`src/rtl/dmem_arbiter_pkg.sv`:
```
`default_nettype none
// ============================================================================
//  Module      : dmem_arbiter_pkg
//  Description : Shared types and constants for the data-memory arbiter.
//  Revision    : 1.0 - initial release
// ============================================================================
package dmem_arbiter_pkg;

    // Arbiter ownership state: CPU-priority sharing or debug-exclusive lock
    typedef enum logic [0:0] {
        RUN  = 1'b0,
        LOCK = 1'b1
    } arb_state_e;

    // Debug accesses are always full-word
    localparam logic [2:0] DBG_FUNC3 = 3'b010;

    // Width of the debug starvation wait counter
    localparam int WAIT_W = 4;

endpackage : dmem_arbiter_pkg
`default_nettype wire

```
`src/rtl/dmem_arbiter_starve_ctr.sv`:
```
`default_nettype none
// ============================================================================
//  Module      : arb_starve_ctr
//  Description : Saturating wait counter with clear and increment; counts the
//                cycles a pending debug request has been refused.
//  Revision    : 1.0 - initial release
// ============================================================================
module arb_starve_ctr #(
    parameter int WIDTH    = 4,
    parameter int MAX_WAIT = 4
) (
    input  logic             clk,
    input  logic             reset,
    input  logic             clr,
    input  logic             inc,
    output logic [WIDTH-1:0] count
);

    localparam logic [WIDTH-1:0] c_max_cnt = WIDTH'(MAX_WAIT);

    logic [WIDTH-1:0] r_count;

    // Clear has priority; increment stops at the saturation value
    always_ff @(posedge clk) begin
        if (reset) begin
            r_count <= '0;
        end else if (clr) begin
            r_count <= '0;
        end else if (inc && (r_count != c_max_cnt)) begin
            r_count <= r_count + 1'b1;
        end
    end

    assign count = r_count;

endmodule : arb_starve_ctr
`default_nettype wire

```
`src/rtl/dmem_arbiter.sv`:
```
`default_nettype none
// ============================================================================
//  Module      : dmem_arbiter
//  Description : Shares the single data-memory port between the CPU MEM stage
//                and a debug/loader port. CPU has priority in RUN; debug gets
//                idle cycles, an optional starvation guard, and an exclusive
//                LOCK state for multi-beat loads.
//  Config      : DMEM_ARB_STARVE_GUARD_EN - enables the wait counter that
//                forces a debug request through after MAX_WAIT refusals.
//  Revision    : 1.0 - initial release
// ============================================================================
module dmem_arbiter
    import dmem_arbiter_pkg::*;
#(
    parameter int DATA_W     = 32,
    parameter int DM_ADDRESS = 9,
    parameter int MAX_WAIT   = 4
) (
    input  logic                  clk,
    input  logic                  reset,
    input  logic                  cpu_rd,
    input  logic                  cpu_wr,
    input  logic [DM_ADDRESS-1:0] cpu_addr,
    input  logic [DATA_W-1:0]     cpu_wdata,
    input  logic [2:0]            cpu_func3,
    output logic [DATA_W-1:0]     cpu_rdata,
    output logic                  cpu_stall,
    input  logic                  dbg_req,
    input  logic                  dbg_we,
    input  logic [DM_ADDRESS-1:0] dbg_addr,
    input  logic [DATA_W-1:0]     dbg_wdata,
    input  logic                  dbg_lock,
    output logic                  dbg_gnt,
    output logic                  dbg_rvalid,
    output logic [DATA_W-1:0]     dbg_rdata,
    output logic                  dbg_owns,
    output logic                  mem_rd,
    output logic                  mem_wr,
    output logic [DM_ADDRESS-1:0] mem_addr,
    output logic [DATA_W-1:0]     mem_wdata,
    output logic [2:0]            mem_func3,
    input  logic [DATA_W-1:0]     mem_rdata
);

    // Reject out-of-range wait limits at elaboration
    if ((MAX_WAIT < 1) || (MAX_WAIT > 15)) begin : g_bad_max_wait
        $error("dmem_arbiter: MAX_WAIT must be in 1..15");
    end

    arb_state_e            r_state;
    arb_state_e            w_state_nxt;
    logic                  r_rvalid;
    logic [DATA_W-1:0]     r_rdata;
    logic                  w_cpu_acc;
    logic                  w_force;
    logic                  w_dbg_win;
    logic                  w_cpu_win;
    logic                  w_stall;

    assign w_cpu_acc = cpu_rd | cpu_wr;

`ifdef DMEM_ARB_STARVE_GUARD_EN
    logic [WAIT_W-1:0] w_wait_cnt;
    logic              w_wait_clr;
    logic              w_wait_inc;

    // Counter restarts whenever the request is served or withdrawn
    assign w_wait_clr = w_dbg_win | ~dbg_req;
    assign w_wait_inc = dbg_req & ~w_dbg_win;

    arb_starve_ctr #(
        .WIDTH    (WAIT_W),
        .MAX_WAIT (MAX_WAIT)
    ) u_starve_ctr (
        .clk   (clk),
        .reset (reset),
        .clr   (w_wait_clr),
        .inc   (w_wait_inc),
        .count (w_wait_cnt)
    );

    // Counter is registered, so forcing never depends on this cycle's grant
    assign w_force = (w_wait_cnt == WAIT_W'(MAX_WAIT));
`else
    // Strict CPU priority: debug never preempts a CPU access in RUN
    assign w_force = 1'b0;
`endif

    // State register
    always_ff @(posedge clk) begin
        if (reset) begin
            r_state <= RUN;
        end else begin
            r_state <= w_state_nxt;
        end
    end

    // Next-state: LOCK entry waits until no read response is in flight
    always_comb begin
        w_state_nxt = r_state;
        case (r_state)
            RUN:     if (dbg_lock && !r_rvalid) w_state_nxt = LOCK;
            LOCK:    if (!dbg_lock)             w_state_nxt = RUN;
            default: w_state_nxt = RUN;
        endcase
    end

    // Arbitration and memory-port muxing from state and request inputs
    always_comb begin
        w_dbg_win = 1'b0;
        w_stall   = 1'b0;
        case (r_state)
            RUN: begin
                w_dbg_win = dbg_req & (~w_cpu_acc | w_force);
                w_stall   = w_cpu_acc & w_dbg_win;
            end
            LOCK: begin
                w_dbg_win = dbg_req;
                w_stall   = w_cpu_acc;
            end
            default: begin
                w_dbg_win = 1'b0;
                w_stall   = 1'b0;
            end
        endcase
        w_cpu_win = w_cpu_acc & ~w_stall;

        mem_rd    = 1'b0;
        mem_wr    = 1'b0;
        mem_addr  = '0;
        mem_wdata = '0;
        mem_func3 = 3'b000;
        if (w_dbg_win) begin
            mem_rd    = ~dbg_we;
            mem_wr    = dbg_we;
            mem_addr  = dbg_addr;
            mem_wdata = dbg_wdata;
            mem_func3 = DBG_FUNC3;
        end else if (w_cpu_win) begin
            mem_rd    = cpu_rd;
            mem_wr    = cpu_wr;
            mem_addr  = cpu_addr;
            mem_wdata = cpu_wdata;
            mem_func3 = cpu_func3;
        end
    end

    // Capture debug read data at the grant edge; valid for one cycle after
    always_ff @(posedge clk) begin
        if (reset) begin
            r_rvalid <= 1'b0;
            r_rdata  <= '0;
        end else begin
            r_rvalid <= w_dbg_win & ~dbg_we;
            if (w_dbg_win && !dbg_we) begin
                r_rdata <= mem_rdata;
            end
        end
    end

    assign dbg_gnt    = w_dbg_win;
    assign cpu_stall  = w_stall;
    assign cpu_rdata  = mem_rdata;
    assign dbg_rvalid = r_rvalid;
    assign dbg_rdata  = r_rdata;
    assign dbg_owns   = (r_state == LOCK);

endmodule : dmem_arbiter
`default_nettype wire

```
`config.mk`:
```
export PLATFORM = sky130hd
export DESIGN_NAME = dmem_arbiter
export DESIGN_NICKNAME = d
export VERILOG_FILES = /design/src/rtl/dmem_arbiter_pkg.sv /design/src/rtl/dmem_arbiter_starve_ctr.sv /design/src/rtl/dmem_arbiter.sv
export SDC_FILE = /design/constraint.sdc
export NUM_CORES = 1
export LEC_CHECK = 0
export BUFFER_PORTS_ARGS = -buffer_cell sky130_fd_sc_hd__buf_2
export CAP_MARGIN = 20
export CORE_AREA = 2 2 92 94
export CTS_BUF_LIST = sky130_fd_sc_hd__clkbuf_16
export DETAILED_ROUTE_END_ITERATION = 6
export DIE_AREA = 0 0 94 96
export PLACE_DENSITY_LB_ADDON = 0.05
export SLEW_MARGIN = 20
export SYNTH_ARGS = -nofsm -noshare
export SYNTH_HDL_FRONTEND = slang
export SYNTH_SLANG_ARGS = --single-unit
```
`constraint.sdc`:
```
create_clock -name clk -period 2 [get_ports clk]
set_clock_uncertainty 0.15 [all_clocks]
set_input_delay 0.4 -clock clk [delete_from_list [all_inputs] [get_ports clk]]
set_output_delay 0.4 -clock clk [all_outputs]
set_load 0.01 [all_outputs]
```
==> out/summary.txt <==
DRC - 0
Worst-Skew Late Latency - 0.27 ns
Syn_area_per_cell - 7.48 um^2
Buffers on Ports - 237
Cts bufs inserted - 5
Max-Cap Viols - 0
CP required - 1.45 ns
Core area - 0.00805 mm^2
Flop and latch count out of synthesis - 34
Main area contributors after synthesis - dfxtp_1 28%, nand2b_1 16%, mux2i_1 13%
Root Buffer - clkbuf_16
Largest net degree at the start of global routing - 37
R2R Setup Slk - 0.12 ns
Area grow syn2layout - 59.1%
CTS Buffer Depth - 2
Post-placement cell area - 0.00347 mm^2
Reg clk slew, reported paths - 0.05 ns
Avg WL per Cell - 12.9 um
Largest family of logic cells by synthesized area - simple AND/OR/NAND/NOR gates
Yosys warnings - 0
Row cnt - 33
Crit path kind - flop to primary output
Lkg Pwr - 2.05 nW
Min Tclk post-route - 1.99 ns
Ys async rst share - 0%
Vias in the first global route - 2194
Endpoints failing hold - 0
Distinct cells, synth - 23
Outcome - complete, no violations
Grt ovf - 0
CP arrival - 1.44 ns
DR iter-0 viols - 61
Post-synthesis sequential area ratio - 27.9%
Post-synthesis mux area share - 13.1%
Power per cell area - 549 mW/mm^2
Simple logic cell fraction of the synthesized area - 32.4%
Synth Flop Type - dfxtp_1
Synth Area in Compound Gates - 9.90%
RSZ-0062 raised after global routing - yes
Final setup fails - 0
Dpl hpwl - 6200 um
DIE HEIGHT - 96 um
Initial antenna violation count - 0
Max Clk Rate - 503 MHz
Die ar. - 0.00902 mm^2
Share of layout cells above drive strength 1 - 52.1%
First-pass GRT wire length - 10600 um
VDD IR-drop max - 0.467 mV
Routed wire length - 8330 um
Synth Area in Adders - 0%
Worst rel slew slack - 73.4%
Worst-margin pin slew - 0.400 ns
TritonCTS clock tree - yes
ANT nets after route - 0
Drt via density - 4.36
CTS H-tree lvls - 2
Critical Path Sink Type - primary output
Post-synth top area cell - dfxtp_1
EDFF count, synth - 0
Total GRT Usage - 15.0%
Clk sinks - 34
Post-Synth XOR/XNOR Area - 0%
Design area - 0.00388 mm^2
Initial Util - 30.3%
Critical path startpoint category - flop
Worst hold slack - 0.234 ns
CP max FO - 8
Mapped Cells - 326
Routed vias - 2811
Antenna fix cells - 0
Cell with the most instances after synthesis - nand2_1
Final core utilization - 48.2%
Final max-slew violation count - 0
Final GP Congestion - 0.680
Most instantiated cells after synthesis - 83 x nand2_1, 64 x nand2b_1, 41 x o21ai_0
Synth Net Count - 450
Hold WC Path Type - input pin to flop
Tot Pwr - 2.13 mW
Mapped cell area - 0.00244 mm^2
Nets - 662
Fin crit share - 99.3%
Initial DRT Pass Iterations - 4
Top-area cell type share of the netlist area - 27.9%
Io pins - 238
Die Wd - 94 um
-- worst max-delay path, stage by stage, from the launching register on --
cell and delay, ns:
dfxtp_4 0.37, o21ba_4 0.19, buf_8 0.14, buf_6 0.13
o21ai_1 0.17, buf_2 0.18
-- registers in the layout, indices dropped and copies added (netlist names) --
signal,flops
dbg_rvalid,1
dbg_owns,1
dbg_rdata,32
-- stage by stage --
step                setup slack [ns]  TNS, ns  cells
floorplan                      0.217        0    326
detailed placement            0.0659        0    622
finish                        0.0134        0    644
CTS                          -0.0106  -0.0145    630
global placement               0.106        0    622
global route                 -0.0236   -0.161    644
-- metal layers --
| layer | vias up | global-route usage (%) | routed length (um) | part of all wire, % |
|---|---|---|---|---|
| met2 | 118 | 27.9 | 4340 | 52 |
| met3 | 5 | 4.54 | 769 | 9.2 |
| met1 | 1246 | 16.6 | 3150 | 38 |
| met5 | - | 0 | 0 | 0 |
| li1 | 1442 | - | - | - |
| met4 | 0 | 3.99 | 72 | 0.86 |
-- final timing paths --
| check | startpoint | end | depth (start not counted) |
|---|---|---|---|
| min | dbg_lock | dbg_owns | 2 |
| max reg2reg | dbg_owns | dbg_rdata[24] | 7 |
| min reg2reg | dbg_rdata[1] | dbg_rdata[1] | 2 |
| max | dbg_owns | mem_wdata[16] | 5 |
-- repair_timing --
action,4_1_cts,5_1_grt
gates resized for setup,6,38
cloned,0,7
setup buffers,0,7
endpoints found under the setup margin,37,39
hold buffers,0,0
pin swaps,0,2
-- cells by family after synthesis --
group	count (synthesis)
and+or+nand+nor	157
buffers and inverters	58
DFF	34
muxes	32
AOI/OAI and AO/OA	45
-- cell type report --
type | instances | area, um^2
fill | 834 | 4170
multi-input combinational | 236 | 1410
timing repair buffer | 260 | 1510
clock inverter | 3 | 12.5
clock buffer | 5 | 125
tap | 105 | 131
sequential | 34 | 684
inverter | 1 | 3.75
-- cells in the final DEF (no fill, tap or decap), types with 2 or more instances in the layout --
master and count:
o21ba_4 2, mux2i_1 32, clkbuf_16 8, buf_2 235
and2_1 2, nand2_2 4, and2b_1 2, nand2b_1 64
buf_12 5, nand2_1 79, o21ai_2 4, o21ai_1 12
buf_4 9, inv_1 2, buf_6 7, dfxtp_1 33
o21ai_0 26
-- report_power, final --
group	total, mW	switching [mW]	internal [mW]
registers	0.715	0.0126	0.702
logic	0.707	0.344	0.363
clock network	0.708	0.259	0.449
No activity file was read; power rests on OpenSTA's default activity.
